## config.mk

```make
export PLATFORM = sky130hd
export DESIGN_NAME = fetch_stage
export DESIGN_NICKNAME = d
export VERILOG_FILES = /design/src/rtl/fetch_stage.sv
export SDC_FILE = /design/constraint.sdc
export NUM_CORES = 1
export LEC_CHECK = 0
export ABC_AREA = 1
export BUFFER_PORTS_ARGS = -buffer_cell sky130_fd_sc_hd__buf_4
export CAP_MARGIN = 20
export CORE_MARGIN = 3
export CORE_UTILIZATION = 51
export CTS_CLUSTER_DIAMETER = 100
export DETAILED_ROUTE_END_ITERATION = 8
export GPL_ROUTABILITY_DRIVEN = 0
export PLACE_DENSITY = 0.8
export SLEW_MARGIN = 30
export SYNTH_ARGS = -nofsm -noshare
export SYNTH_HDL_FRONTEND = slang
export SYNTH_SLANG_ARGS = --single-unit
```

## constraint.sdc

```tcl
create_clock -name clk -period 3.4 [get_ports clk]
set_clock_uncertainty 0.15 [all_clocks]
set_input_delay 0.68 -clock clk [delete_from_list [all_inputs] [get_ports clk]]
set_output_delay 0.68 -clock clk [all_outputs]
set_load 0.01 [all_outputs]
```

## src/rtl/fetch_stage.sv

```systemverilog
// -----------------------------------------------------------------------------
// fetch_stage
//
// Instruction-fetch stage for the 16-bit pipeline. Owns the PC, keeps at most
// one request outstanding to a variable-latency instruction memory, and holds
// each fetched instruction (with its PC and PC+2) until the downstream stage
// consumes it. Applies stall, redirect and halt control.
//
// Ports:
//   clk          clock
//   rst          asynchronous active-high reset
//   stall        downstream hazard stall; the held instruction is not consumed
//   redirect_en  taken branch/jump resolved; flush and refetch
//   redirect_pc  redirect target (bit 0 ignored)
//   imem_req     one-cycle read request strobe
//   imem_addr    request address
//   imem_rdata   returned instruction
//   imem_valid   imem_rdata valid (at least one cycle after imem_req)
//   instr_out    held instruction, NOP_INSTR when !fetch_valid
//   curr_pc_out  PC of instr_out
//   next_pc_out  curr_pc_out + 2
//   fetch_valid  instr_out holds a real instruction
//   halted       fetch stopped on a HALT instruction
// -----------------------------------------------------------------------------
module fetch_stage #(
  parameter logic [15:0] RESET_PC    = 16'h0000,
  parameter logic [15:0] NOP_INSTR   = 16'b00001_00000000000,
  parameter logic [4:0]  HALT_OPCODE = 5'b00000
) (
  input  logic        clk,
  input  logic        rst,
  input  logic        stall,
  input  logic        redirect_en,
  input  logic [15:0] redirect_pc,
  output logic        imem_req,
  output logic [15:0] imem_addr,
  input  logic [15:0] imem_rdata,
  input  logic        imem_valid,
  output logic [15:0] instr_out,
  output logic [15:0] curr_pc_out,
  output logic [15:0] next_pc_out,
  output logic        fetch_valid,
  output logic        halted
);

  typedef enum logic [2:0] {
    ISSUE,
    WAIT,
    HOLD,
    DRAIN,
    HALTED
  } fetchState_t;

  fetchState_t state;
  fetchState_t nextState;

  logic [15:0] pc;
  logic [15:0] pcPlus2;
  logic [15:0] redirectTarget;
  logic [15:0] instrReg;
  logic [15:0] currPcReg;
  logic [15:0] nextPcReg;
  logic        fetchValidReg;
  logic        haltedReg;

  logic        reqComb;
  logic [15:0] addrComb;
  logic        isHalt;
  logic        outstanding;

  assign pcPlus2        = pc + 16'd2;  // wraps 16'hFFFE -> 16'h0000
  assign redirectTarget = {redirect_pc[15:1], 1'b0};
  assign isHalt         = (instrReg[15:11] == HALT_OPCODE);
  assign outstanding    = (state == WAIT) || (state == DRAIN);

  // Next-state and request strobe. The request is Mealy in HOLD so that a
  // consume issues the following fetch in the same cycle (one instruction per
  // two cycles at single-cycle memory latency).
  always_comb begin
    // NOTE: every variable gets a default before any branch; a path that
    // leaves one unassigned would infer a latch.
    nextState = state;
    reqComb   = 1'b0;
    addrComb  = pc;

    if (redirect_en) begin
      // A request still in flight must be drained before a new one is issued,
      // so DRAIN also re-enters DRAIN when its response has not yet arrived.
      // A request strobe here would leave two requests outstanding, so none
      // is raised.
      if (outstanding && !imem_valid) nextState = DRAIN;
      else                            nextState = ISSUE;
    end else begin
      unique case (state)
        ISSUE: begin
          reqComb   = 1'b1;
          nextState = WAIT;
        end
        WAIT: begin
          if (imem_valid) nextState = HOLD;
        end
        HOLD: begin
          if (!stall) begin
            if (isHalt) begin
              nextState = HALTED;
            end else begin
              reqComb   = 1'b1;
              addrComb  = pcPlus2;
              nextState = WAIT;
            end
          end
        end
        DRAIN: begin
          if (imem_valid) nextState = ISSUE;
        end
        HALTED: nextState = HALTED;
        default: nextState = ISSUE;
      endcase
    end
  end

  // Reset forces the strobe low immediately, before the first clock edge.
  assign imem_req  = reqComb & ~rst;
  assign imem_addr = addrComb;

  // NOTE: sequential state uses non-blocking assignments so every register
  // samples the pre-edge values of the others.
  always_ff @(posedge clk or posedge rst) begin
    if (rst) begin
      state         <= ISSUE;
      pc            <= RESET_PC;
      instrReg      <= NOP_INSTR;
      currPcReg     <= 16'h0000;
      nextPcReg     <= 16'h0000;
      fetchValidReg <= 1'b0;
      haltedReg     <= 1'b0;
    end else begin
      state <= nextState;
      if (redirect_en) begin
        pc            <= redirectTarget;
        instrReg      <= NOP_INSTR;
        fetchValidReg <= 1'b0;
        haltedReg     <= 1'b0;
      end else begin
        unique case (state)
          WAIT: begin
            if (imem_valid) begin
              instrReg      <= imem_rdata;
              currPcReg     <= pc;
              nextPcReg     <= pcPlus2;
              fetchValidReg <= 1'b1;
            end
          end
          HOLD: begin
            if (!stall) begin
              pc            <= pcPlus2;
              instrReg      <= NOP_INSTR;
              fetchValidReg <= 1'b0;
              if (isHalt) haltedReg <= 1'b1;
            end
          end
          default: ;
        endcase
      end
    end
  end

  assign instr_out   = instrReg;
  assign curr_pc_out = currPcReg;
  assign next_pc_out = nextPcReg;
  assign fetch_valid = fetchValidReg;
  assign halted      = haltedReg;

endmodule
```

# --- After elaboration in Yosys (flattened, before gate mapping) ---
# Cells that the tools add are included.
word_totals:
  mem_bits_rw: 0
  word_cells: 62
  in_bits: 37
  register_bits: 69
  mem_count: 0
  latchBits: 0
  romBits: 0
classes:
  n_addsub: 1
  n_eq_ne: 8
  n_div: 0
  multipliers: 0
  reduce_logical: 13
  bitwise_logic: 3
  shifts: 0
  mux: 30
  n_lt_le_gt_ge: 0
ops:
  columns: ["cell", "n"]
  rows:
  - ["2-to-1 mux 16 bit", 10]
  - ["case mux 16 bit (2 select lines)", 1]
  - ["adder 16 x 2 -> 16 bit, second input constant", 1]
  - ["2-to-1 mux 3 bit", 5]
  - ["case mux 3 bit (5 select lines)", 1]
  - ["AND reduction 3 bit", 4]
  - ["2-to-1 mux 1 bit", 10]
  - ["inequality test 3 bit, second input constant", 3]
  - ["== test 3 x 2 -> 1 bit, second input constant", 2]
  - ["zero test 5 bit", 1]
  - ["case mux 1 bit (2 select lines)", 2]
  - ["nonzero test 2 bit", 2]
  - ["== test 3 x 1 -> 1 bit, second input constant", 1]
  - ["== test 3 bit, second input constant", 1]
  - ["zero test 3 bit", 1]
  - ["nonzero test 3 bit", 1]
  - ["2-to-1 mux 2 bit", 1]
  - ["inequality test 2 x 1 -> 1 bit, second input constant", 1]
  - ["inverter 1 bit", 2]
  - ["AND reduction 2 bit", 1]
  - ["bitwise AND 1 bit", 1]
  - ["logical AND 1 bit", 1]
  - ["zero test 1 bit", 1]
  - ["logical OR 1 bit", 1]

# --- Logic depth before layout (Yosys ltp) ---
logic_depth:
  ltp_word: 6
  ltp_mapped: 9
  ltp_nobuf: 8

# --- Worst setup path before layout ---
# No wires, ideal clock.
synth_path:
  kind: "input port to output port"
  start: "input rst"
  end: "output imem_req"
  path_slack_ps: 133
  stages: 3
  required_time_ps: 2570
  arrival_time_ps: 2437
  cell_sequence: "inv_1 > nand2_1 > a21oi_1"
synth_between:
  elab_chain_len: 2
synth_rtl:
  columns: ["element", "line_no", "rtl"]
  rows:
  - ["start, declared", "31", "input logic rst,"]
  - ["inverter 1 bit", "123", "assign imem_req = reqComb & ~rst;"]
  - ["bitwise AND 1 bit", "123", null]
  - ["end, declared", "35", "output logic imem_req,"]
# No other way between the ends.

# --- Final worst setup path ---
layout_path:
  start: "register instrReg[11], in the netlist instr_out[11]"
  end: "output imem_addr[14]"
layout_between:
  elab_chain_len: 5
layout_rtl:
  columns: ["element", "line_no", "rtl"]
  rows:
  - ["start, declared", "60", "logic [15:0] instrReg;"]
  - ["start signal, assigned", "148", "instrReg <= imem_rdata;"]
  - ["zero test 5 bit", "73", "assign isHalt = (instrReg[15:11] == HALT_OPCODE);"]
  - ["2-to-1 mux 16 bit", "104", "if (isHalt) begin"]
  - ["2-to-1 mux 16 bit", "103", "if (!stall) begin"]
  - ["2-to-1 mux 16 bit", "94", "unique case (state)"]
  - ["2-to-1 mux 16 bit", "86", "if (redirect_en) begin"]
  - ["end, declared", "36", "output logic [15:0] imem_addr,"]
# No other way between the ends.

==> results.txt <==
- Result of the run: complete, no violations
* Total number of vias: ~3200
* Peak ir drop on the vdd network: 0.421 mV
- Clock tree synthesis selected as its root buffer the cell clkbuf_8.
- Worst Slack Setup Final: 0.479 ns
* Min Tclk post-route: 2.92 ns
* Cell area power density: 664 mW/mm2
- Number of buffers inserted during clock tree synthesis: 9
* Non-Filler Cell Area, Final: 0.00425 mm2
- Number of sinks handled by clock tree synthesis: 66
- Clock transition at the register clock pins on the worst setup and hold paths after CTS: 0.08 ns
- Setup repair after global routing missed its margin: no
* Final ANT Viol Nets: 0
- Overflow after GRT: 0
- The layout has 522 filler cells.
- In this run the tightest slew margin relative to its limit is 0.442.
- Core Footprint: between 0.006 and 0.007 mm2
* Total Routing Usage GR: 0.242
- In the final design database the tool counted about 570 nets.
* Vias in the first global route: 2916
- Height of the chip: 86.6 um
- Gates resized during post-CTS repair numbered 0.
- TritonCTS built the clock tree.
- The detailed router finished its first iteration with 234 violations.
- Cell-by-cell trace of the critical path: nor2_1 > nand3b_1 > nand2_2 > nor2_4 > buf_4 > nand2_1 > nand2_1 > nand2_1 > buf_4
* Fraction of final layout cells with drive strength greater than 1: 0.256
* Postcts setup bufs: 0
- Once placement finished, the instance area stood at around 0.0040 mm2.
* Area delta synth->final: 28.3%
- Number of maximum-capacitance constraint violations: 0
- Via density per instance: 5.20
* Worst Setup End Kind: output port
- Placement-stage worst setup slack: 0.709 ns
* Kind of path behind the tightest hold check: reg2reg
- The initial antenna violation count came to 0.
* Proportion of synthesized flip-flops having asynchronous set or reset: 1.00
- In this run the worst path has a maximum fanout of 12.
* Total leakage power: about 2.3 nW
- Grouping stages by cell kind, the critical path spends the most delay in simple AND/OR/NAND/NOR gates.
- Syn Std Cell Area: 0.00331 mm2
- Most common library cell in the layout ignoring fill and taps: nand2_1
* Diode count: 0
- The worst setup path is launched from a flip-flop.
- Predominant post-synthesis flop cell: dfrtp_1
- Horizontal die dimension: between 80 and 90 um
- The clock tree synthesis step divided the H-tree into 3 levels.
- Leaving out fill and tap cells, the most frequent cells in the layout are 190 x nand2_1, 102 x buf_4, 65 x dfrtp_1, 34 x inv_1, 32 x nand3_1.
- For the final routed database, the setup TNS stands at 0 ns.
- For the pin with the worst max-slew slack, the measured transition is 0.838 ns.
- Cells after synthesis: 430
* I/O pin count: between 100 and 150
- Setup-violating endpoint count in the final report: 0
- For this configuration, the core starts out at a cell density of 0.544.
* Highest clock frequency the design can meet: ~0.34 GHz
* Synthesis Warnings: 0
- Syn avg cell area: 7.71 um2
- Total power consumption of the routed design: 2.82 mW
- Of the available clock period, the critical path in the final layout requires 0.859.
- Required arrival time at the worst endpoint: 2.57 ns
- Buffers placed on the I/O ports in this run total slightly below 100.
- Hold buffer count at cts: 0
- Counting flops and latches in the post-synthesis netlist gives 66.
* Number of buffer and inverter instances along the worst setup path: 2
- After legalization and detailed placement, the total HPWL measured 6240 um.
* DRC: 0
- WL per Instance: 14.2 um
- Wire length of the first global-routing pass: 14100 um
* Kind of critical path: reg2out
* Arrival time worst endpoint: 2.09 ns
- The slowest stage of the critical path belongs to the cell dfstp_2.
* Maximum number of pins on one net before global-route repair: 67
- Most common cell type on the critical path: nand2_1
- For this run, the slowest stage of the critical path takes 0.55 ns.
- Row Count: 28
- The share of the Yosys chip area taken by registers is 0.499.
* Post-synth EDFFs: 0
- Final hold violation count: 0
* Iteration count of the initial detailed-routing pass: 5
- No sink is reached through more buffers than the 2 on the longest clock path.
- For this block, the routed nets add up to 8610 um of wire.
* Max-slew violation count: 0
- Die ar.: 0.00750 mm2
- Number of distinct library cells after synthesis: 34
- Later-pin clock latency in the skew report: 0.34 ns
per-stage QoR:
stage,cells,hold WS (ns),util
detailed placement,591,0.311,0.664
global placement,591,0.306,0.664
CTS,607,0.330,0.698
finish,607,0.327,0.698
global route,607,0.353,0.698
floorplan,432,0.326,-
final timing paths:
| kind | startpoint | end | slack, ns | cells past startpoint |
|---|---|---|---|---|
| min reg2reg | instr_out[9] | instr_out[9] | 0.33 | 2 |
| min in group asynchronous | rst | next_pc_out[10] | 0.51 | 3 |
| max in group asynchronous | rst | pc[4] | 2.03 | 3 |
| max | instr_out[11] | imem_addr[14] | 0.48 | 9 |
| max reg2reg | pc[1] | next_pc_out[11] | 1.69 | 7 |
| min | instr_out[9] | instr_out[9] | 0.33 | 2 |
Yosys cell counts (2+ instances only):
master,instances,area (um2)
buf_6,5,56.3
nor2_4,2,22.5
o21ai_1,16,80.1
xor2_1,6,52.6
o211ai_1,3,22.5
a21oi_1,3,15.0
nand2_1,190,713
inv_2,4,15.0
buf_2,7,35.0
nand3_1,32,160
inv_1,35,131
nor2_1,15,56.3
o21ai_0,16,80.1
dfrtp_1,65,1630
buf_4,5,37.5
nand4_1,3,18.8
nand3_2,4,40.0
nor2_2,3,18.8
power breakdown:
group / internal [mW] / total (mW) / switching [mW]
Clock: 0.358 / 0.674 / 0.316
Sequential: 1.00 / 1.16 / 0.151
Combinational: 0.453 / 0.993 / 0.540
Total: 1.82 / 2.82 / 1.01
routing by layer:
layer | part of all wire | global-route usage | up-vias
met5 | 0 | 0 | -
met4 | 0.023 | 0.105 | 0
met3 | 0.063 | 0.0380 | 17
met2 | 0.48 | 0.373 | 125
met1 | 0.43 | 0.337 | 1483
li1 | - | - | 1533
flip-flops by register name (all words and copies together) (netlist names):
register	flops
curr_pc_out	15
next_pc_out	15
state	3
fetch_valid	1
pc	15
instr_out	16
halted	1
area by class of cell:
class,count,area (um2),share of cell area
inverters,40,151,0.0356
multi-input cells,308,1390,0.326
clock buffers,10,138,0.0324
clock inverters,6,66.3,0.0156
well taps,75,93.8,0.0221
flip-flops and latches,66,1650,0.389
repair buffers,102,766,0.180
worst reg2reg max path, cell delays in order (launching register included):
cell     delay, ns
dfrtp_1       0.40
ha_1          0.20
nand3_1       0.18
inv_1         0.14
nand2_1       0.11
o21ai_0       0.25
nand3_1       0.14
nand2_1       0.08
kinds of logic (layout without fill, tap and decap cells):
family          Yosys count  count (layout)  synth area share
compound gates           44              44            0.0729
xor+xnor                  7               7            0.0185
fa+ha+maj                 1               1           0.00377
other cells               1               3           0.00113
flops                    66              66             0.499
buf+inv                  58             158            0.0857
simple gates            253             253             0.319
Note: power is estimated with default switching activity, not from simulation.
